--- src/rtl/bus_cmp_pkg.sv ---
// Shared types and helpers for the N-channel redundant-bus comparator.
package bus_cmp_pkg;

  // Skew supervision states.
  typedef enum logic [1:0] {
    IDLE  = 2'd0,
    WAIT  = 2'd1,
    FAULT = 2'd2
  } cmp_state_e;

  // Supported channel count range.
  localparam int CH_NUM_MIN = 2;
  localparam int CH_NUM_MAX = 4;

  // Width needed for the skew counter to hold the value TIMEOUT.
  function automatic int skew_cnt_w(input int timeout);
    return $clog2(timeout + 1);
  endfunction

  // True when a channel count lies inside the supported range.
  function automatic bit ch_num_in_range(input int ch_num);
    return (ch_num >= CH_NUM_MIN) && (ch_num <= CH_NUM_MAX);
  endfunction

endpackage

--- src/rtl/bus_cmp_fifo.sv ---
// Single-clock FIFO for one comparator channel. Head word is readable
// combinationally one cycle after it is pushed. Pointers carry one extra
// wrap bit so full/empty are distinguished without a counter.
module bus_cmp_fifo #(
  parameter int WIDTH = 32,
  parameter int DEPTH = 8
) (
  input  logic             clk,
  input  logic             rst,
  input  logic             flush,
  input  logic             push,
  input  logic [WIDTH-1:0] push_data,
  input  logic             pop,
  output logic [WIDTH-1:0] head,
  output logic             full,
  output logic             empty
);
  localparam int AW = $clog2(DEPTH);
  localparam logic [AW:0] PTR_ONE = (AW + 1)'(1);

  logic [WIDTH-1:0] mem_r [DEPTH];
  logic [AW:0]      wr_ptr_r;
  logic [AW:0]      rd_ptr_r;
  logic             do_push_s;
  logic             do_pop_s;

  assign empty     = (wr_ptr_r == rd_ptr_r);
  assign full      = (wr_ptr_r[AW] != rd_ptr_r[AW]) &&
                     (wr_ptr_r[AW-1:0] == rd_ptr_r[AW-1:0]);
  // Full is judged on the pre-pop state, so a push into a full FIFO is refused
  // even if a pop happens in the same cycle.
  assign do_push_s = push && !full;
  assign do_pop_s  = pop && !empty;
  assign head      = mem_r[rd_ptr_r[AW-1:0]];

  // Read/write pointer update; flush empties the FIFO in one cycle.
  always_ff @(posedge clk or negedge rst) begin
    if (!rst) begin
      wr_ptr_r <= '0;
      rd_ptr_r <= '0;
    end else if (flush) begin
      wr_ptr_r <= '0;
      rd_ptr_r <= '0;
    end else begin
      if (do_push_s) begin
        wr_ptr_r <= wr_ptr_r + PTR_ONE;
      end
      if (do_pop_s) begin
        rd_ptr_r <= rd_ptr_r + PTR_ONE;
      end
    end
  end

  // Storage array; contents are only meaningful between the pointers.
  always_ff @(posedge clk) begin
    if (do_push_s && !flush) begin
      mem_r[wr_ptr_r[AW-1:0]] <= push_data;
    end
  end

endmodule

--- src/rtl/bus_comparator_n.sv ---
// N-channel redundant-bus comparator. Each channel fills its own FIFO; when
// every FIFO has a head word, all heads pop together and are compared into a
// registered result. A skew supervisor raises a sticky fault if the FIFOs stay
// partially filled for TIMEOUT cycles.
// Optional feature macro BUS_CMP_VOTE_EN: reference word is the bitwise
// majority of the channels (ties take channel 0); otherwise channel 0's word.
module bus_comparator_n
  import bus_cmp_pkg::*;
#(
  parameter int DATA_W     = 32,
  parameter int CH_NUM     = 2,
  parameter int FIFO_DEPTH = 8,
  parameter int TIMEOUT    = 255
) (
  input  logic                     clk,
  input  logic                     rst,
  input  logic [CH_NUM-1:0]        in_valid,
  input  logic [CH_NUM*DATA_W-1:0] in_data,
  output logic [CH_NUM-1:0]        in_ready,
  output logic                     out_valid,
  input  logic                     out_ready,
  output logic [DATA_W-1:0]        out_data,
  output logic                     out_match,
  output logic [CH_NUM-1:0]        out_mask,
  output logic                     err_timeout,
  output logic [CH_NUM-1:0]        err_mask,
  input  logic                     err_clr
);
  localparam int                 CNT_W     = skew_cnt_w(TIMEOUT);
  localparam logic [CNT_W-1:0]   CNT_ONE   = CNT_W'(1);
  localparam logic [CNT_W-1:0]   CNT_LIMIT = CNT_W'(TIMEOUT);

  cmp_state_e        state_r;
  cmp_state_e        state_nxt_s;
  logic [CNT_W-1:0]  cnt_r;
  logic [CNT_W-1:0]  cnt_nxt_s;
  logic [CNT_W-1:0]  cnt_inc_s;
  logic              err_timeout_r;
  logic              err_timeout_nxt_s;
  logic [CH_NUM-1:0] err_mask_r;
  logic [CH_NUM-1:0] err_mask_nxt_s;
  logic              ready_en_r;

  logic [DATA_W-1:0] head_s [CH_NUM];
  logic [CH_NUM-1:0] full_s;
  logic [CH_NUM-1:0] empty_s;
  logic              all_head_s;
  logic              any_head_s;
  logic              pop_ok_s;
  logic              flush_s;

  logic [DATA_W-1:0] ref_word_s;
  logic [CH_NUM-1:0] mask_s;
  logic              match_s;

  logic              out_valid_r;
  logic [DATA_W-1:0] out_data_r;
  logic              out_match_r;
  logic [CH_NUM-1:0] out_mask_r;

`ifdef BUS_CMP_VOTE_EN
  // Bitwise majority across the channel words; an exact tie takes channel 0.
  function automatic logic [DATA_W-1:0] vote_word(input logic [DATA_W-1:0] w [CH_NUM]);
    logic [DATA_W-1:0] r;
    int                ones;
    r = '0;
    for (int b = 0; b < DATA_W; b++) begin
      ones = 0;
      for (int k = 0; k < CH_NUM; k++) begin
        ones = ones + int'(w[k][b]);
      end
      if ((ones + ones) > CH_NUM) begin
        r[b] = 1'b1;
      end else if ((ones + ones) == CH_NUM) begin
        r[b] = w[0][b];
      end else begin
        r[b] = 1'b0;
      end
    end
    return r;
  endfunction
`endif

  // Per-channel FIFOs; they pop together and flush together while faulted.
  for (genvar k = 0; k < CH_NUM; k++) begin : g_ch
    bus_cmp_fifo #(
      .WIDTH (DATA_W),
      .DEPTH (FIFO_DEPTH)
    ) u_fifo (
      .clk       (clk),
      .rst       (rst),
      .flush     (flush_s),
      .push      (in_valid[k] && in_ready[k]),
      .push_data (in_data[k*DATA_W +: DATA_W]),
      .pop       (pop_ok_s),
      .head      (head_s[k]),
      .full      (full_s[k]),
      .empty     (empty_s[k])
    );
  end

  assign all_head_s = &(~empty_s);
  assign any_head_s = |(~empty_s);
  assign pop_ok_s   = all_head_s && (!out_valid_r || out_ready) && (state_r != FAULT);
  assign flush_s    = (state_r == FAULT);
  assign cnt_inc_s  = cnt_r + CNT_ONE;
  // ready_en_r keeps in_ready low until the first edge after reset release.
  assign in_ready   = (ready_en_r && (state_r != FAULT)) ? ~full_s : '0;

  assign out_valid   = out_valid_r;
  assign out_data    = out_data_r;
  assign out_match   = out_match_r;
  assign out_mask    = out_mask_r;
  assign err_timeout = err_timeout_r;
  assign err_mask    = err_mask_r;

  // Reference word, disagreement mask and all-equal flag for the current heads.
  always_comb begin
`ifdef BUS_CMP_VOTE_EN
    ref_word_s = vote_word(head_s);
`else
    ref_word_s = head_s[0];
`endif
    match_s = 1'b1;
    mask_s  = '0;
    for (int k = 0; k < CH_NUM; k++) begin
      mask_s[k] = (head_s[k] != ref_word_s);
      match_s   = match_s & (head_s[k] == head_s[0]);
    end
  end

  // Skew supervisor next-state: counts partial-fill cycles, latches the fault.
  always_comb begin
    state_nxt_s       = state_r;
    cnt_nxt_s         = cnt_r;
    err_timeout_nxt_s = err_timeout_r;
    err_mask_nxt_s    = err_mask_r;
    case (state_r)
      IDLE: begin
        cnt_nxt_s = '0;
        if (any_head_s && !all_head_s) begin
          state_nxt_s = WAIT;
        end else begin
          state_nxt_s = IDLE;
        end
      end
      WAIT: begin
        if (all_head_s) begin
          state_nxt_s = IDLE;
          cnt_nxt_s   = '0;
        end else if (cnt_inc_s == CNT_LIMIT) begin
          state_nxt_s       = FAULT;
          cnt_nxt_s         = cnt_inc_s;
          err_timeout_nxt_s = 1'b1;
          err_mask_nxt_s    = empty_s;
        end else begin
          state_nxt_s = WAIT;
          cnt_nxt_s   = cnt_inc_s;
        end
      end
      FAULT: begin
        if (err_clr) begin
          state_nxt_s       = IDLE;
          cnt_nxt_s         = '0;
          err_timeout_nxt_s = 1'b0;
          err_mask_nxt_s    = '0;
        end else begin
          state_nxt_s = FAULT;
        end
      end
      default: begin
        state_nxt_s       = IDLE;
        cnt_nxt_s         = '0;
        err_timeout_nxt_s = 1'b0;
        err_mask_nxt_s    = '0;
      end
    endcase
  end

  // Supervisor state, skew counter, fault flags and post-reset ready enable.
  always_ff @(posedge clk or negedge rst) begin
    if (!rst) begin
      state_r       <= IDLE;
      cnt_r         <= '0;
      err_timeout_r <= 1'b0;
      err_mask_r    <= '0;
      ready_en_r    <= 1'b0;
    end else begin
      state_r       <= state_nxt_s;
      cnt_r         <= cnt_nxt_s;
      err_timeout_r <= err_timeout_nxt_s;
      err_mask_r    <= err_mask_nxt_s;
      ready_en_r    <= 1'b1;
    end
  end

  // Result register: loads on a pop, holds until the consumer accepts it.
  always_ff @(posedge clk or negedge rst) begin
    if (!rst) begin
      out_valid_r <= 1'b0;
      out_data_r  <= '0;
      out_match_r <= 1'b0;
      out_mask_r  <= '0;
    end else if (pop_ok_s) begin
      out_valid_r <= 1'b1;
      out_data_r  <= ref_word_s;
      out_match_r <= match_s;
      out_mask_r  <= mask_s;
    end else if (out_ready) begin
      out_valid_r <= 1'b0;
    end else begin
      out_valid_r <= out_valid_r;
    end
  end

endmodule

--- config.mk ---
export PLATFORM = sky130hd
export DESIGN_NAME = bus_comparator_n
export DESIGN_NICKNAME = d
export VERILOG_FILES = /design/src/rtl/bus_cmp_pkg.sv /design/src/rtl/bus_cmp_fifo.sv /design/src/rtl/bus_comparator_n.sv
export SDC_FILE = /design/constraint.sdc
export NUM_CORES = 1
export LEC_CHECK = 0
export ABC_AREA = 1
export BUFFER_PORTS_ARGS = -buffer_cell sky130_fd_sc_hd__buf_2
export CORE_UTILIZATION = 61
export DETAILED_ROUTE_END_ITERATION = 8
export GPL_TIMING_DRIVEN = 1
export PLACE_DENSITY = 0.8
export SYNTH_ARGS = -nofsm -noshare
export SYNTH_HDL_FRONTEND = slang
export SYNTH_HIERARCHICAL = 1
export SYNTH_SLANG_ARGS = --single-unit
--- constraint.sdc ---
create_clock -name clk -period 3.9 [get_ports clk]
set_input_delay 0.39 -clock clk [delete_from_list [all_inputs] [get_ports clk]]
set_output_delay 0.39 -clock clk [all_outputs]
set_load 0.02 [all_outputs]
## Word-level counts from Yosys, hierarchy flattened

Memories as Yosys holds them, arrays and structs flattened.
Cells that the tools add are included.

| storage, ports and cells | value |
|---|---|
| memory bits (writable) | 512 |
| word-level logic and storage cells | 100 |
| input bits | 70 |
| output and inout port bits | 41 |
| bits in registers | 65 |
| memories kept | 2 |

Memories:

| memory | depth | bits a word | rd ports | clocked after Yosys merged registers in | wr ports | RTL line | RTL |
|---|---|---|---|---|---|---|---|
| g_ch[0].u_fifo.mem_r | 8 | 32 | 1 | 0 | 1 | bus_cmp_fifo.sv:21 | `logic [WIDTH-1:0] mem_r [DEPTH];` |
| g_ch[1].u_fifo.mem_r | 8 | 32 | 1 | 0 | 1 | bus_cmp_fifo.sv:21 |  |

| operators by class | value |
|---|---|
| reductions and logical operators | 31 |
| equal/unequal tests | 15 |
| $add $sub $neg | 5 |
| bitwise logic cells | 3 |
| multiplexer cells | 31 |

Operator list:

| operator | number |
|---|---|
| $eq A32 B32 Y1 | 1 |
| $mux W4 | 8 |
| $ne A32 B32 Y1 | 1 |
| $add A4 B1 Y4 const B | 4 |
| $mux W8 | 2 |
| $pmux W8 S2 | 1 |
| $logic_and A1 B1 Y1 | 14 |
| $mux W2 | 7 |
| $pmux W2 S3 | 2 |
| $mux W1 | 10 |
| $reduce_bool A2 Y1 | 5 |
| $add A8 B1 Y8 const B | 1 |
| $eq A4 B4 Y1 | 2 |
| $eq A8 B8 Y1 const B | 1 |
| $ne A2 B2 Y1 const B | 4 |
| $logic_not A1 Y1 | 7 |
| $eq A3 B3 Y1 | 2 |
| $not A2 Y2 | 2 |
| $reduce_and A4 Y1 | 1 |
| $pmux W1 S3 | 1 |
| $eq A2 B1 Y1 const B | 1 |
| $eq A2 B2 Y1 const B | 1 |
| $logic_not A2 Y1 | 1 |
| $ne A1 B1 Y1 | 2 |
| 4 further kinds | 4 |

## Depth between registers and ports, before layout

Gate-level depths: netlist of the first run.

| logic depth | value |
|---|---|
| depth after elaboration | 9 |
| gate-level depth with buffers | 17 |
| mapped depth without buffers | 14 |

## Modules after synthesis

Netlist of the first run, hierarchy kept.

Modules (own cells, without submodules):

| module | times used | area each (µm²) | sequential area each (µm²) | cells each |
|---|---|---|---|---|
| bus_cmp_fifo (g_ch[1].u_fifo) | 1 | 10585.2 | 7887.6 | 814 |
| bus_cmp_fifo (g_ch[0].u_fifo) | 1 | 10527.6 | 7887.6 | 814 |
| bus_comparator_n | 1 | 2621.3 | 1226.2 | 338 |

## Worst setup path after synthesis of the first run

Ideal clock, no wire load.

| timing | value |
|---|---|
| path kind | register to register |
| start | register g_ch[0].u_fifo.rd_ptr_r[0] |
| end | memory g_ch[0].u_fifo.mem_r[0][0], enable pin |
| library setup time | 0.421 ns |
| stages on the path, launching flop included | 10 |
| clock period less this slack | 3.536 ns |
| setup slack | 0.364 ns |
| arrival time | 3.115 ns |
| data required time | 3.479 ns |
| buffers on the path | 1 |
| cell sequence | dfrtp_1 > buf_6 > inv_4 > nand2_1 > nand2_2 > nand4_4 > inv_2 > nor3b_1 > nand3_4 > nor2_1 |

| between the ends | value |
|---|---|
| word-level cells in the longest chain between the ends | 9 |
| elaborated cells between the ends (all ways) | 10 |
| those cells by class | eq/ne: 1; mux: 3; bitwise: 1; reduce/logical: 5 |

RTL lines:

| what | RTL line | RTL |
|---|---|---|
| start: declaration | bus_cmp_fifo.sv:23 | `logic [AW:0] rd_ptr_r;` |
| start signal: assignment | bus_cmp_fifo.sv:49 | `rd_ptr_r <= rd_ptr_r + PTR_ONE;` |
| $eq A3 B3 Y1 * | bus_cmp_fifo.sv:29 | `(wr_ptr_r[AW-1:0] == rd_ptr_r[AW-1:0]);` |
| $logic_and A1 B1 Y1 * | bus_cmp_fifo.sv:28 | `assign full = (wr_ptr_r[AW] != rd_ptr_r[AW]) &&` |
| net full_s[0] | bus_comparator_n.sv:45 | `logic [CH_NUM-1:0] full_s;` |
| $not A2 Y2 | bus_comparator_n.sv:108 | `assign in_ready = (ready_en_r && (state_r != FAULT)) ? ~full_s : '0;` |
| $mux W2 | bus_comparator_n.sv:108 |  |
| $logic_and A1 B1 Y1 | bus_comparator_n.sv:93 | `.push (in_valid[k] && in_ready[k]),` |
| $logic_and A1 B1 Y1 * | bus_cmp_fifo.sv:32 | `assign do_push_s = push && !full;` |
| $logic_and A1 B1 Y1 * | bus_cmp_fifo.sv:56 | `if (do_push_s && !flush) begin` |
| $mux W1 * | bus_cmp_fifo.sv:56 |  |
| $mux W1 (not written as such) * | bus_cmp_fifo.sv:57 | `mem_r[wr_ptr_r[AW-1:0]] <= push_data;` |
| end: declaration | bus_cmp_fifo.sv:21 |  |

The timed path passes the listed nets; every way through them passes the cells marked *.

==> results.md, run 1 <==
| Quantity | This run | Unit |
|:---|:---|:---|
| Cell repeated most along the worst path | sky130_fd_sc_hd__nand2_1 | - |
| Critical path type | reg2reg | - |
| Ranking of synthesized cells by area | sky130_fd_sc_hd__edfxtp_1, sky130_fd_sc_hd__dfrtp_1, sky130_fd_sc_hd__nand2_1 | - |
| CTS sink cnt | 577 | - |
| Fin. Hold Viols | 0 | - |
| Post-CTS setup repair buffer count | 0 | - |
| Largest driver fanout on the critical path | 84 | - |
| Parity-gate share of the synthesized area counting xor and xnor cells | 0.00959 | - |
| Starting DRC count in detailed routing | 1,583 | - |
| Top Metal Used | met5 | - |
| Clock tree root driver cell | sky130_fd_sc_hd__clkbuf_16 | - |
| Power Internal | 12.7 | mW |
| Syn_area_per_cell | 12.1 | sq um |
| Maximum capacitance violations | 0 | - |
| Detailed-route wire length per cell | 20.9 | um |
| Via count of the first global-routing pass | 15,100 | - |
| Actual transition at the worst max-transition pin | 1.17 | ns |
| Clk buf depth | 3 | - |
| Stage delay of the slowest cell on the critical path | 0.76 | ns |
| Setup clock skew after layout | 0.0209 | ns |
| Portion of the post-synthesis area used by sequential elements | 0.716 | - |
| Portion of the clock cycle consumed by the worst path in the final layout | 0.840 | - |
| Final weighted congestion of routability-driven global placement | 0.842 | - |
| Fraction of final layout cells with drive strength greater than 1 | 0.144 | - |
| Total Wirelength | 54,600 | um |
| Number of synthesized flops with an enable pin | 512 | - |
| Arr. time, crit path | 3.75 | ns |
| Clock latency of the later-clocked register in the worst-skew pair | 0.61 | ns |
| CTS tree | built | - |
| Part of the power in combinational logic | 0.357 | - |
| Kind of start point of the critical path | register | - |
| Post-detailed-route count of antenna-violating nets | 0 | - |
| Combinational family with the most area after synthesis | simple AND/OR/NAND/NOR gates | - |
| Total length of routed met3 wires | 5290 | um |
| Met2 WL post-DR | 26,100 | um |
| Highest clock frequency the design can meet | 305 | MHz |
| Portion of netlist area occupied by mux cells | 0 | - |
| Global-route wire length before repair | 84,100 | um |
| Clk network pwr share | 0.253 | - |
| Prevailing post-synth register cell | sky130_fd_sc_hd__edfxtp_1 | - |
| Total gr overflow | 0 | - |
| Maximum number of pins on one net before global-route repair | 130 | - |
| Net total in the final layout | 2,132 | - |
| Placeable core area | 0.0379 | sq mm |
| Proportion of synthesized flip-flops having asynchronous set or reset | 0.113 | - |
| Sum of net half-perimeters after detailed placement | 30,700 | um |
| Ordered cell list for the critical path | buf_4 -> o21ai_0 -> o22ai_1 -> nand2_1 -> nand2_1 -> xnor2_1 -> nand3_1 -> nor2_1 -> nand2_1 -> nor2_1 -> nand2_1 -> nand2_1 -> nand2_1 | - |
| CP delay by family, top | simple AND/OR/NAND/NOR gates | - |
| Cell type with the highest aggregate area in the netlist | sky130_fd_sc_hd__edfxtp_1 | - |
| Floorplan die height | 199 | um |
| Remaining routing DRC violations | 0 | - |
| Port Buf Inserts | 109 | - |
| Top-area cell type share of the netlist area | 0.648 | - |
| Number of synthesized register bits | 577 | - |
| Power density cells | 774 | mW/mm^2 |
| Endpoint type of the worst setup path | register | - |
| Max-slew violation count | 0 | - |
| Number of CTS-inserted buffers | 55 | - |
| Fraction of power spent switching nets | 0.381 | - |
| Count of buffer and inverter cells on the critical path | 1 | - |
| Synthesized Nets | 2,043 | - |
| Min Tclk post-route | 3.27 | ns |
| Antenna violations before repair | 5 | - |
| Yosys warns | 6 | - |
| Met1 WL | 21,200 | um |
| Cell area after synthesis | 0.0237 | sq mm |
| Share of synthesized cell area in full adder, half adder and majority cells | 0.00369 | - |
| Type of the most critical hold path | in2reg | - |
| Worst-path clk slew | 0.06 | ns |
| RSZ-0062 raised after global routing | false | - |
| Slowest cell on the critical path | sky130_fd_sc_hd__dfrtp_4 | - |
| Final count of negative-setup-slack endpoints | 0 | - |
| Worst-case vdd ir drop | 501 | uV |
| I/O pin total | 111 | - |
| Placed insts | 2,508 | - |
| Remaining max-slew budget at the tightest pin | 0.222 | - |
| H-Tree Depth | 2 | - |
| DIE AREA | 0.0397 | sq mm |
| Hold Slack | 0.0451 | ns |
| Area share of and/or/nand/nor cells after synthesis | 0.134 | - |
| Filler Cell Count | 2,508 | - |
| Initial cell density of the core | 0.626 | - |
| Vias after detailed routing | 15,800 | - |
| Overall routing resource usage | 0.283 | - |
| Number of non-filler instances in the completed layout | 2,614 | - |
| Instance count of the mapped netlist | 1,966 | - |
| Outcome | complete, no violations | - |
| Via-to-Cell Ratio | 6.04 | - |
| Number of core rows | 71 | - |
| Switching power total | 7.80 | mW |
| Final total negative setup slack | 0 | ns |
| Area fraction in compound gates after synthesis | 0.0958 | - |
| Data required, critical path | 4.38 | ns |
| Count of cell types in the netlist | 36 | - |
| Width of the die | 199 | um |
| Layout-stage area growth over the synthesis result | 11.5 | % |
| Length of the first detailed-routing pass in iterations | 5 | - |
| Static Leakage | 9.61 | nW |
| Sequential fraction of design power | 0.390 | - |
worst paths after layout:
path                                            startpoint                     endpoint  slack (ns)  cells after the start
worst min-delay path                           in_data[49]  g_ch[1].u_fifo/mem_r[7][17]        0.05                      1
worst max register to register  g_ch[0].u_fifo/rd_ptr_r[0]                  out_mask[1]        0.63                     13
worst max-delay path            g_ch[0].u_fifo/rd_ptr_r[0]                  out_mask[1]        0.63                     13
min in group asynchronous                              rst                 out_data[30]        0.26                      2
max in group asynchronous                              rst   g_ch[1].u_fifo/rd_ptr_r[0]        2.57                      3
worst min register to register                out_data[13]                 out_data[13]        0.48                      2
cells in the mapped netlist (2+ instances only):
cell type	instances
sky130_fd_sc_hd__dfrtp_1	65
sky130_fd_sc_hd__o21ai_2	15
sky130_fd_sc_hd__inv_2	15
sky130_fd_sc_hd__o21ai_1	77
sky130_fd_sc_hd__inv_4	2
sky130_fd_sc_hd__inv_1	45
sky130_fd_sc_hd__clkbuf_1	31
sky130_fd_sc_hd__buf_8	2
sky130_fd_sc_hd__or2_2	8
sky130_fd_sc_hd__nand4_1	22
sky130_fd_sc_hd__nor2_1	295
sky130_fd_sc_hd__and2_4	2
sky130_fd_sc_hd__conb_1	2
sky130_fd_sc_hd__buf_1	7
sky130_fd_sc_hd__nor3b_1	2
sky130_fd_sc_hd__nand3_1	52
sky130_fd_sc_hd__nor2_2	3
sky130_fd_sc_hd__o22ai_1	131
sky130_fd_sc_hd__nor2_4	2
sky130_fd_sc_hd__buf_2	40
sky130_fd_sc_hd__nand3_4	2
sky130_fd_sc_hd__edfxtp_1	512
sky130_fd_sc_hd__buf_4	10
sky130_fd_sc_hd__xnor2_1	20
sky130_fd_sc_hd__o21ai_0	186
sky130_fd_sc_hd__nand2_2	6
sky130_fd_sc_hd__clkinv_1	2
sky130_fd_sc_hd__xor2_1	6
sky130_fd_sc_hd__nand2_4	5
sky130_fd_sc_hd__nand4_4	2
sky130_fd_sc_hd__ha_1	7
sky130_fd_sc_hd__buf_6	23
sky130_fd_sc_hd__nand2_1	364
cells by family (layout without fill, tap and decap cells):
family,count (synthesis),in the layout
fa+ha+maj,7,7
buf+inv,177,309
other cells,2,7
simple gates,767,767
compound gates,410,410
xor+xnor,26,26
flops,577,577
power by group through the flow:
stage / clock, mW / sequential, mW / combinational [mW]
after floorplan: 0 / 8.05 / 5.25
after global placement: 0 / 8.07 / 6.92
after detailed placement: 0 / 8.09 / 7.18
after CTS: 5.24 / 7.97 / 7.24
after global routing: 5.46 / 8.06 / 8.03
final: 5.18 / 8.00 / 7.31
flip-flops by register name, summed over array words and instances (netlist names):
register and count:
cnt_r 8, state_r 2, out_data 32, out_match 1
out_valid 1, err_timeout 1, err_mask 2, g_ch.u_fifo/wr_ptr_r 8
g_ch.u_fifo/rd_ptr_r 8, out_mask 1, g_ch.u_fifo/mem_r 512, ready_en_r 1
through the flow:
step | instance area, sq um | utilization | setup WS [ns] | power (mW)
6_report | 26500 | 0.698 | 0.626 | 20.5
2_1_floorplan | 23700 | - | 0.364 | 13.3
4_1_cts | 26500 | 0.697 | 0.666 | 20.5
5_1_grt | 26500 | 0.697 | 0.329 | 21.5
3_5_place_dp | 24700 | 0.651 | 0.688 | 15.3
3_3_place_gp | 24700 | 0.651 | 0.780 | 15.0
cell usage in the layout (no fill, tap or decap), drive strengths merged, types with 24 or more instances in the layout:
| cell | netlist | layout |
|---|---|---|
| clkbuf | 31 | 73 |
| nand4 | 24 | 24 |
| edfxtp | 512 | 512 |
| inv | 62 | 65 |
| buf | 82 | 144 |
| nand2 | 375 | 375 |
| nand3 | 55 | 55 |
| dfrtp | 65 | 65 |
| nor2 | 300 | 300 |
| o21ai | 278 | 278 |
| o22ai | 131 | 131 |
cell type report:
cell class,instances,area [sq um],share of cell area
diodes,5,12.5,0.000473
clock buffers,73,1480,0.0561
clock inverters,27,263,0.00993
inverters,64,245,0.00927
multi-input cells,1212,5910,0.223
flip-flops and latches,577,17000,0.643
well taps,511,639,0.0242
repair buffers,145,906,0.0342
repair_timing:
action | 4_1_cts | 5_1_grt
resized for setup | 0 | 0
hold buffers | 1 | 0
endpoints found under the hold margin | 19 | 0
per-layer routing:
layer | global-route usage | up-vias
li1 | - | 7175
met4 | 0.123 | 4
met5 | 0 | -
met3 | 0.0552 | 107
met2 | 0.451 | 869
met1 | 0.382 | 7635
Note: power is estimated with default switching activity, not from simulation.
==> run 2, diff against run 1 <==
Clock period 3.9 ns to 3.11 ns, I/O delays scaled along.
==> run 2 against run 1 <==
  * Sequential share of layout area down 2.7 points
  * Flip-flop and latch count is the same
  * Total power up 30%
  * Maximum frequency is 16% higher
  * Critical path type unchanged
==> results.md, run 2 (synthesized netlist as in run 1, its figures left out) <==
| Quantity | This run | Unit | Change |
|:---|:---|:---|:---|
| Number of core rows | 71 | - | unchanged |
| Final total negative setup slack | 0 | ns | unchanged |
| Top Metal Used | met4 | - | was met5 |
| Sum of net half-perimeters after detailed placement | 32,600 | um | was 30,700 um |
| Port Buf Inserts | 109 | - | unchanged |
| Dpl cell area | 0.0250 | sq mm | was 0.0247 sq mm |
| Clk network pwr share | 0.264 | - | was 0.253 |
| Data required, critical path | 3.64 | ns | was 4.38 ns |
| Clock tree root driver cell | sky130_fd_sc_hd__clkbuf_16 | - | unchanged |
| CTS sink cnt | 577 | - | unchanged |
| Most common cell after layout, fill and taps aside | sky130_fd_sc_hd__edfxtp_1 | - | unchanged |
| Switching power total | 9.99 | mW | was 7.80 mW |
| Commonest cells after routing, fill and taps aside | sky130_fd_sc_hd__edfxtp_1, sky130_fd_sc_hd__nand2_1, sky130_fd_sc_hd__nor2_1 | - | unchanged |
| Length of the first detailed-routing pass in iterations | 6 | - | was 5 |
| Clock latency of the later-clocked register in the worst-skew pair | 0.61 | ns | about the same |
| Met2 WL post-DR | 27,600 | um | was 26,100 um |
| Actual transition at the worst max-transition pin | 0.769 | ns | was 1.17 ns |
| Sequential fraction of design power | 0.370 | - | was 0.390 |
| DIE AREA | 0.0397 | sq mm | unchanged |
| Starting DRC count in detailed routing | 1,496 | - | was 1,583 |
| Detailed-route wire length per cell | 21.0 | um | was 20.9 um |
| Floorplan die height | 199 | um | unchanged |
| Remaining max-slew budget at the tightest pin | 0.487 | - | was 0.222 |
| Static Leakage | 10.1 | nW | was 9.61 nW |
| RSZ-0062 raised after global routing | false | - | unchanged |
| Antenna violations before repair | 2 | - | was 5 |
| Global-route wire length before repair | 86,300 | um | was 84,100 um |
| Worst-case vdd ir drop | 640 | uV | was 501 uV |
| Power density cells | 962 | mW/mm^2 | was 774 mW/mm^2 |
| Number of CTS-inserted buffers | 56 | - | was 55 |
| Met1 WL | 22,100 | um | was 21,200 um |
| Via-to-Cell Ratio | 6.00 | - | was 6.04 |
| Total Wirelength | 56,700 | um | was 54,600 um |
| Vias after detailed routing | 16,200 | - | was 15,800 |
| Part of the power in combinational logic | 0.366 | - | was 0.357 |
| FF-to-FF path depth | 13 | - | unchanged |
| Worst-path clk slew | 0.06 | ns | about the same |
| Arr. time, crit path | 3.35 | ns | was 3.75 ns |
| Via count of the first global-routing pass | 15,800 | - | was 15,100 |
| Post-CTS setup repair buffer count | 0 | - | unchanged |
| Maximum capacitance violations | 0 | - | unchanged |
| Portion of the clock cycle consumed by the worst path in the final layout | 0.907 | - | was 0.840 |
| Final weighted congestion of routability-driven global placement | 0.861 | - | was 0.842 |
| Highest clock frequency the design can meet | 355 | MHz | was 305 MHz |
| Critical path type | reg2reg | - | unchanged |
| Total gr overflow | 0 | - | unchanged |
| Post-detailed-route count of antenna-violating nets | 0 | - | unchanged |
| Endpoint type of the worst setup path | register | - | unchanged |
| Net total in the final layout | 2,217 | - | was 2,132 |
| Placeable core area | 0.0379 | sq mm | unchanged |
| Min Tclk post-route | 2.82 | ns | was 3.27 ns |
| Remaining routing DRC violations | 0 | - | unchanged |
| Initial cell density of the core | 0.626 | - | unchanged |
| Setup clock skew after layout | 0.0149 | ns | was 0.0209 ns |
| Max-slew violation count | 0 | - | unchanged |
| Number of non-filler instances in the completed layout | 2,701 | - | was 2,614 |
| I/O pin total | 111 | - | unchanged |
| Largest driver fanout on the critical path | 30 | - | was 84 |
| Clk buf depth | 3 | - | unchanged |
| Maximum number of pins on one net before global-route repair | 93 | - | was 130 |
| CTS tree | built | - | unchanged |
| Placed insts | 2,527 | - | was 2,508 |
| Overall routing resource usage | 0.291 | - | was 0.283 |
| Layout-stage area growth over the synthesis result | 16.4 | % | was 11.5% |
| Kind of start point of the critical path | register | - | unchanged |
| Width of the die | 199 | um | unchanged |
| Fraction of final layout cells with drive strength greater than 1 | 0.156 | - | was 0.144 |
| Fin. Hold Viols | 0 | - | unchanged |
| Outcome | complete, no violations | - | unchanged |
| Fraction of power spent switching nets | 0.376 | - | was 0.381 |
| Type of the most critical hold path | in2async | - | was in2reg |
| Flip-flop count of the largest register, all copies and words added | 512 | - | unchanged |
| H-Tree Depth | 2 | - | unchanged |
| Power Internal | 16.6 | mW | was 12.7 mW |
| Final count of negative-setup-slack endpoints | 0 | - | unchanged |
| Final std cell area, no fill | 0.0276 | sq mm | was 0.0265 sq mm |
| Total length of routed met3 wires | 5170 | um | was 5290 um |
==> run 2: changes by cell type in the layout (fill, tap and decap cells not counted), sizes merged <==
cell / before / now
clkbuf: 73 / 85
buf: 144 / 163
bufinv: 5 / 4
inv: 65 / 63
clkinv: 19 / 17
dlygate4sd3: 1 / 66
diode: 5 / 2
clkinvlp: 2 / 1
==> run 2: critical path, stage by stage (launching register included) <==
cell                      delay, ns
sky130_fd_sc_hd__dfrtp_2       0.39
sky130_fd_sc_hd__buf_4         0.25
sky130_fd_sc_hd__buf_4         0.37
sky130_fd_sc_hd__o21ai_0       0.16
sky130_fd_sc_hd__o22ai_1       0.20
sky130_fd_sc_hd__nand2_1       0.08
sky130_fd_sc_hd__nand2_1       0.25
sky130_fd_sc_hd__xnor2_1       0.19
sky130_fd_sc_hd__nand2_1       0.08
sky130_fd_sc_hd__nor2_1        0.17
sky130_fd_sc_hd__nand2_1       0.12
sky130_fd_sc_hd__nor2_1        0.21
sky130_fd_sc_hd__nand2_1       0.11
sky130_fd_sc_hd__o21ai_0       0.14
==> run 2: power groups by stage <==
stage / Sequential [mW] / Combinational [mW] / Clock, mW
final: 9.83 / 9.73 / 7.00
after global routing: 9.89 / 10.6 / 7.36
after global placement: 9.93 / 9.06 / 0
after detailed placement: 9.96 / 9.45 / 0
after floorplan: 10.1 / 6.58 / 0
after CTS: 9.82 / 9.61 / 7.08
==> run 2: final timing paths <==
check                                                 from                         end  slack [ns]
max in group asynchronous                              rst  g_ch[1].u_fifo/rd_ptr_r[0]        2.16
min in group clk                                   err_clr                    cnt_r[5]        0.28
worst min-delay path                                   rst                out_data[31]        0.16
worst min register to register                 out_data[9]                 out_data[9]        0.48
worst max register to register  g_ch[0].u_fifo/rd_ptr_r[1]                   out_match        0.29
worst max-delay path            g_ch[0].u_fifo/rd_ptr_r[1]                   out_match        0.29
==> run 2: cell type report <==
class                           instances  area [sq um]
Clock inverter                         21           218
Timing Repair Buffer                  229          1850
Fill cell                            2426         10300
Sequential cell                       577         17000
Multi-Input combinational cell       1212          5910
Inverter                               64           245
Tap cell                              511           639
Antenna cell                            2          5.00
Clock buffer                           85          1740
==> run 2: metrics by stage <==
step / setup WS, ns / utilization / hold WS, ns / power [mW]
6_report: 0.290 / 0.728 / 0.162 / 26.6
5_1_grt: 0.0999 / 0.728 / 0.181 / 27.8
4_1_cts: 0.369 / 0.728 / 0.131 / 26.5
3_5_place_dp: 0.425 / 0.659 / 0.244 / 19.4
2_1_floorplan: -0.426 / - / 0.0154 / 16.7
3_3_place_gp: 0.467 / 0.659 / 0.239 / 19.0
==> run 2: routing by layer <==
metal,GRT usage,up-vias
li1,-,7346
met2,0.472,836
met5,0,-
met3,0.0510,108
met4,0.131,0
met1,0.387,7920
==> run 2: repair_timing <==
action                                 in CTS  in global routing
gates resized for setup                     0                  0
endpoints found under the hold margin     546                  0
setup endpoints to repair                   0                  0
hold buffers                               66                  0
==> run 3, diff against run 2 <==
Settings changed: CORE_UTILIZATION 61 to 62, PLACE_DENSITY 0.8 to 0.81, SYNTH_HIERARCHICAL 1 to default.
==> run 3 against run 2 <==
  * Combinational power increased by 15%
  * Clock power fell by 1%
  * First-iteration DRC count is 43% higher
  * Wire length rose by 13%
  * Synthesized cell count increased by 34%
  * Die area increased by 6.4%
  * Sequential power is 0.9% higher
  * Final cell count is 25% higher
  * Critical path depth increased by 4
==> results.md, run 3 <==
| Quantity | This run | Unit | Change |
|:---|:---|:---|:---|
| Net total in the final layout | 2,870 | - | was 2,217 |
| Setup clock skew after layout | 0.0126 | ns | was 0.0149 ns |
| Sum of net half-perimeters after detailed placement | 38,000 | um | was 32,600 um |
| Synthesized Nets | 2,718 | - | was 2,043 |
| Port Buf Inserts | 109 | - | unchanged |
| I/O pin total | 111 | - | unchanged |
| Data required, critical path | 3.60 | ns | was 3.64 ns |
| Final count of negative-setup-slack endpoints | 0 | - | unchanged |
| H-Tree Depth | 2 | - | unchanged |
| Syn_area_per_cell | 9.72 | sq um | was 12.1 sq um |
| Final total negative setup slack | 0 | ns | unchanged |
| Top-area cell type share of the netlist area | 0.599 | - | was 0.648 |
| CTS tree | built | - | unchanged |
| Maximum capacitance violations | 0 | - | unchanged |
| Number of CTS-inserted buffers | 56 | - | unchanged |
| Instance count of the mapped netlist | 2,641 | - | was 1,966 |
| Static Leakage | 13.0 | nW | was 10.1 nW |
| Final weighted congestion of routability-driven global placement | 0.895 | - | was 0.861 |
| Layout-stage area growth over the synthesis result | 14.5 | % | was 16.4% |
| Largest driver fanout on the critical path | 42 | - | was 30 |
| Number of core rows | 74 | - | was 71 |
| Filler Cell Count | 2,668 | - | was 2,426 |
| Sequential fraction of design power | 0.353 | - | was 0.370 |
| Setup slack of the most critical reg-to-reg path | 0.44 | ns | was 0.29 ns |
| Post-detailed-route count of antenna-violating nets | 0 | - | unchanged |
| Detailed-route wire length per cell | 19.1 | um | was 21.0 um |
| Total Wirelength | 64,300 | um | was 56,700 um |
| Kind of start point of the critical path | register | - | unchanged |
| Total gr overflow | 0 | - | unchanged |
| Type of the most critical hold path | in2reg | - | was in2async |
| Area share of and/or/nand/nor cells after synthesis | 0.226 | - | was 0.134 |
| Power Internal | 16.6 | mW | about the same |
| Cell area after synthesis | 0.0257 | sq mm | was 0.0237 sq mm |
| Clk network pwr share | 0.247 | - | was 0.264 |
| Fraction of final layout cells with drive strength greater than 1 | 0.0926 | - | was 0.156 |
| Portion of netlist area occupied by mux cells | 0 | - | unchanged |
| RSZ-0062 raised after global routing | false | - | unchanged |
| Initial cell density of the core | 0.629 | - | was 0.626 |
| Most common library cells after synthesis | sky130_fd_sc_hd__nand2_1, sky130_fd_sc_hd__edfxtp_1, sky130_fd_sc_hd__inv_1, sky130_fd_sc_hd__nand3_1, sky130_fd_sc_hd__nor2_1 | - | was sky130_fd_sc_hd__edfxtp_1, sky130_fd_sc_hd__nand2_1, sky130_fd_sc_hd__nor2_1, sky130_fd_sc_hd__o21ai_0, sky130_fd_sc_hd__o22ai_1 |
| Ranking of synthesized cells by area | sky130_fd_sc_hd__edfxtp_1, sky130_fd_sc_hd__nand2_1, sky130_fd_sc_hd__dfrtp_1 | - | was sky130_fd_sc_hd__edfxtp_1, sky130_fd_sc_hd__dfrtp_1, sky130_fd_sc_hd__nand2_1 |
| Clock tree root driver cell | sky130_fd_sc_hd__clkbuf_16 | - | unchanged |
| Fraction of power spent switching nets | 0.408 | - | was 0.376 |
| Starting DRC count in detailed routing | 2,137 | - | was 1,496 |
| Outcome | complete, no violations | - | unchanged |
| Parity-gate share of the synthesized area counting xor and xnor cells | 0.00409 | - | was 0.00959 |
| Arr. time, crit path | 3.17 | ns | was 3.35 ns |
| Yosys warns | 0 | - | was 6 |
| Min Tclk post-route | 2.67 | ns | was 2.82 ns |
| Power density cells | 955 | mW/mm^2 | was 962 mW/mm^2 |
| Area fraction in compound gates after synthesis | 0.0233 | - | was 0.0958 |
| Max-slew violation count | 0 | - | unchanged |
| Highest clock frequency the design can meet | 374 | MHz | was 355 MHz |
| CTS sink cnt | 577 | - | unchanged |
| Proportion of synthesized flip-flops having asynchronous set or reset | 0.113 | - | unchanged |
| Endpoint type of the worst setup path | register | - | unchanged |
| Via-to-Cell Ratio | 5.59 | - | was 6.00 |
| Post-CTS setup repair buffer count | 0 | - | unchanged |
| Multi-input logic area | 0.00672 | sq mm | was 0.00591 sq mm |
| DIE AREA | 0.0422 | sq mm | was 0.0397 sq mm |
| Actual transition at the worst max-transition pin | 0.798 | ns | was 0.769 ns |
| Antenna cell count | 0 | - | was 2 |
| Number of synthesized flops with an enable pin | 512 | - | unchanged |
| Remaining routing DRC violations | 0 | - | unchanged |
| Prevailing post-synth register cell | sky130_fd_sc_hd__edfxtp_1 | - | unchanged |
| Portion of the post-synthesis area used by sequential elements | 0.662 | - | was 0.716 |
| Vias after detailed routing | 18,800 | - | was 16,200 |
| Part of the power in combinational logic | 0.400 | - | was 0.366 |
| Clk buf depth | 3 | - | unchanged |
| Clock latency of the later-clocked register in the worst-skew pair | 0.60 | ns | was 0.61 ns |
| Cell with the most instances after synthesis | sky130_fd_sc_hd__nand2_1 | - | was sky130_fd_sc_hd__edfxtp_1 |
| Number of synthesized register bits | 577 | - | unchanged |
| Antenna violations before repair | 2 | - | unchanged |
| Share of synthesized cell area in full adder, half adder and majority cells | 0.00341 | - | was 0.00369 |
| Remaining max-slew budget at the tightest pin | 0.468 | - | was 0.487 |
| Sequential Area | 0.0170 | sq mm | about the same |
| Placeable core area | 0.0408 | sq mm | was 0.0379 sq mm |
| Cell type with the highest aggregate area in the netlist | sky130_fd_sc_hd__edfxtp_1 | - | unchanged |
| Portion of the clock cycle consumed by the worst path in the final layout | 0.859 | - | was 0.907 |
| Critical path type | reg2reg | - | unchanged |
| Maximum number of pins on one net before global-route repair | 102 | - | was 93 |
| Floorplan die height | 206 | um | was 199 um |
| Switching power total | 11.5 | mW | was 9.99 mW |
| Length of the first detailed-routing pass in iterations | 6 | - | unchanged |
| Fin. Hold Viols | 0 | - | unchanged |
| Overall routing resource usage | 0.312 | - | was 0.291 |
| Via count of the first global-routing pass | 18,300 | - | was 15,800 |
| Flip-flop count of the largest register, all copies and words added | 512 | - | unchanged |
| Worst-path clk slew | 0.06 | ns | about the same |
| Combinational family with the most area after synthesis | simple AND/OR/NAND/NOR gates | - | unchanged |
| Count of cell types in the netlist | 30 | - | was 36 |
| Width of the die | 206 | um | was 199 um |
| Hold Slack | 0.0178 | ns | was 0.162 ns |
| Commonest cells after routing, fill and taps aside | sky130_fd_sc_hd__nand2_1, sky130_fd_sc_hd__edfxtp_1, sky130_fd_sc_hd__inv_1 | - | was sky130_fd_sc_hd__edfxtp_1, sky130_fd_sc_hd__nand2_1, sky130_fd_sc_hd__nor2_1 |
| Most common cell after layout, fill and taps aside | sky130_fd_sc_hd__nand2_1 | - | was sky130_fd_sc_hd__edfxtp_1 |
| Worst-case vdd ir drop | 614 | uV | was 640 uV |
| Global-route wire length before repair | 99,200 | um | was 86,300 um |
run 3: routing by layer:
metal	part of all wire	routed length, um	vias to the layer above	track usage
li1	-	-	8783	-
met1	0.38	24300	8831	0.419
met2	0.48	31000	1046	0.501
met3	0.10	6560	179	0.0557
met4	0.038	2450	4	0.138
met5	0.00036	23	-	0
run 3: logic make-up after synthesis:
logic type | Yosys count
compound gates | 116
simple gates | 1434
flops | 577
other cells | 2
buf+inv | 493
fa+ha+maj | 7
xor+xnor | 12
run 3: final timing paths:
path                                            start                          end  depth (start not counted)
min reg2reg                               err_timeout                  err_timeout                          2
min                                       in_data[10]  g_ch[0].u_fifo.mem_r[6][10]                          1
max                        g_ch[0].u_fifo.rd_ptr_r[0]                  out_mask[1]                         17
max reg2reg                g_ch[0].u_fifo.rd_ptr_r[0]                  out_mask[1]                         17
max in group asynchronous                         rst                 out_data[29]                          3
min in group asynchronous                         rst                 out_data[13]                          2
run 3: area by class of cell:
| type | instances | area share |
|---|---|---|
| flip-flops and latches | 577 | 0.579 |
| multi-input cells | 1571 | 0.229 |
| repair buffers | 211 | 0.0590 |
| clock buffers | 71 | 0.0503 |
| inverters | 376 | 0.0482 |
| well taps | 532 | 0.0226 |
| clock inverters | 33 | 0.0128 |
run 3: power groups by stage:
stage | Combinational [mW] | Clock [mW] | Sequential [mW]
after floorplan | 7.22 | 0 | 10.1
after global placement | 10.4 | 0 | 10.0
after detailed placement | 10.8 | 0 | 10.0
after CTS | 11.0 | 6.95 | 9.90
after global routing | 12.3 | 7.24 | 9.97
final | 11.2 | 6.92 | 9.92
run 3: timing repair:
action,4_1_cts,5_1_grt
hold buffers,59,0
resized for setup,0,0
hold endpoints to repair,485,0
run 3: metrics by stage:
step / setup WS [ns] / instances / cell area, sq um / utilization / power (mW)
2_1_floorplan: 0.0237 / 2641 / 25700 / - / 17.3
3_3_place_gp: 0.495 / 3208 / 27000 / 0.660 / 20.4
3_5_place_dp: 0.524 / 3208 / 27000 / 0.660 / 20.8
4_1_cts: 0.487 / 3371 / 29400 / 0.720 / 27.8
5_1_grt: 0.298 / 3371 / 29400 / 0.720 / 29.5
6_report: 0.437 / 3371 / 29400 / 0.720 / 28.1
run 3: critical path: stages, from the launching register on:
cell,delay [ns]
sky130_fd_sc_hd__dfrtp_4,0.54
sky130_fd_sc_hd__inv_4,0.09
sky130_fd_sc_hd__buf_4,0.41
sky130_fd_sc_hd__nand2_1,0.09
sky130_fd_sc_hd__nand3_1,0.11
sky130_fd_sc_hd__nand2_1,0.06
sky130_fd_sc_hd__nand2_1,0.06
sky130_fd_sc_hd__nand2_1,0.15
sky130_fd_sc_hd__nand2_1,0.09
sky130_fd_sc_hd__nand2_1,0.06
sky130_fd_sc_hd__inv_1,0.08
sky130_fd_sc_hd__nand2_1,0.06
sky130_fd_sc_hd__nor2_1,0.26
sky130_fd_sc_hd__nand2_1,0.13
sky130_fd_sc_hd__nor2_1,0.15
sky130_fd_sc_hd__nand2_1,0.07
sky130_fd_sc_hd__nand2_1,0.05
sky130_fd_sc_hd__nand2_1,0.04
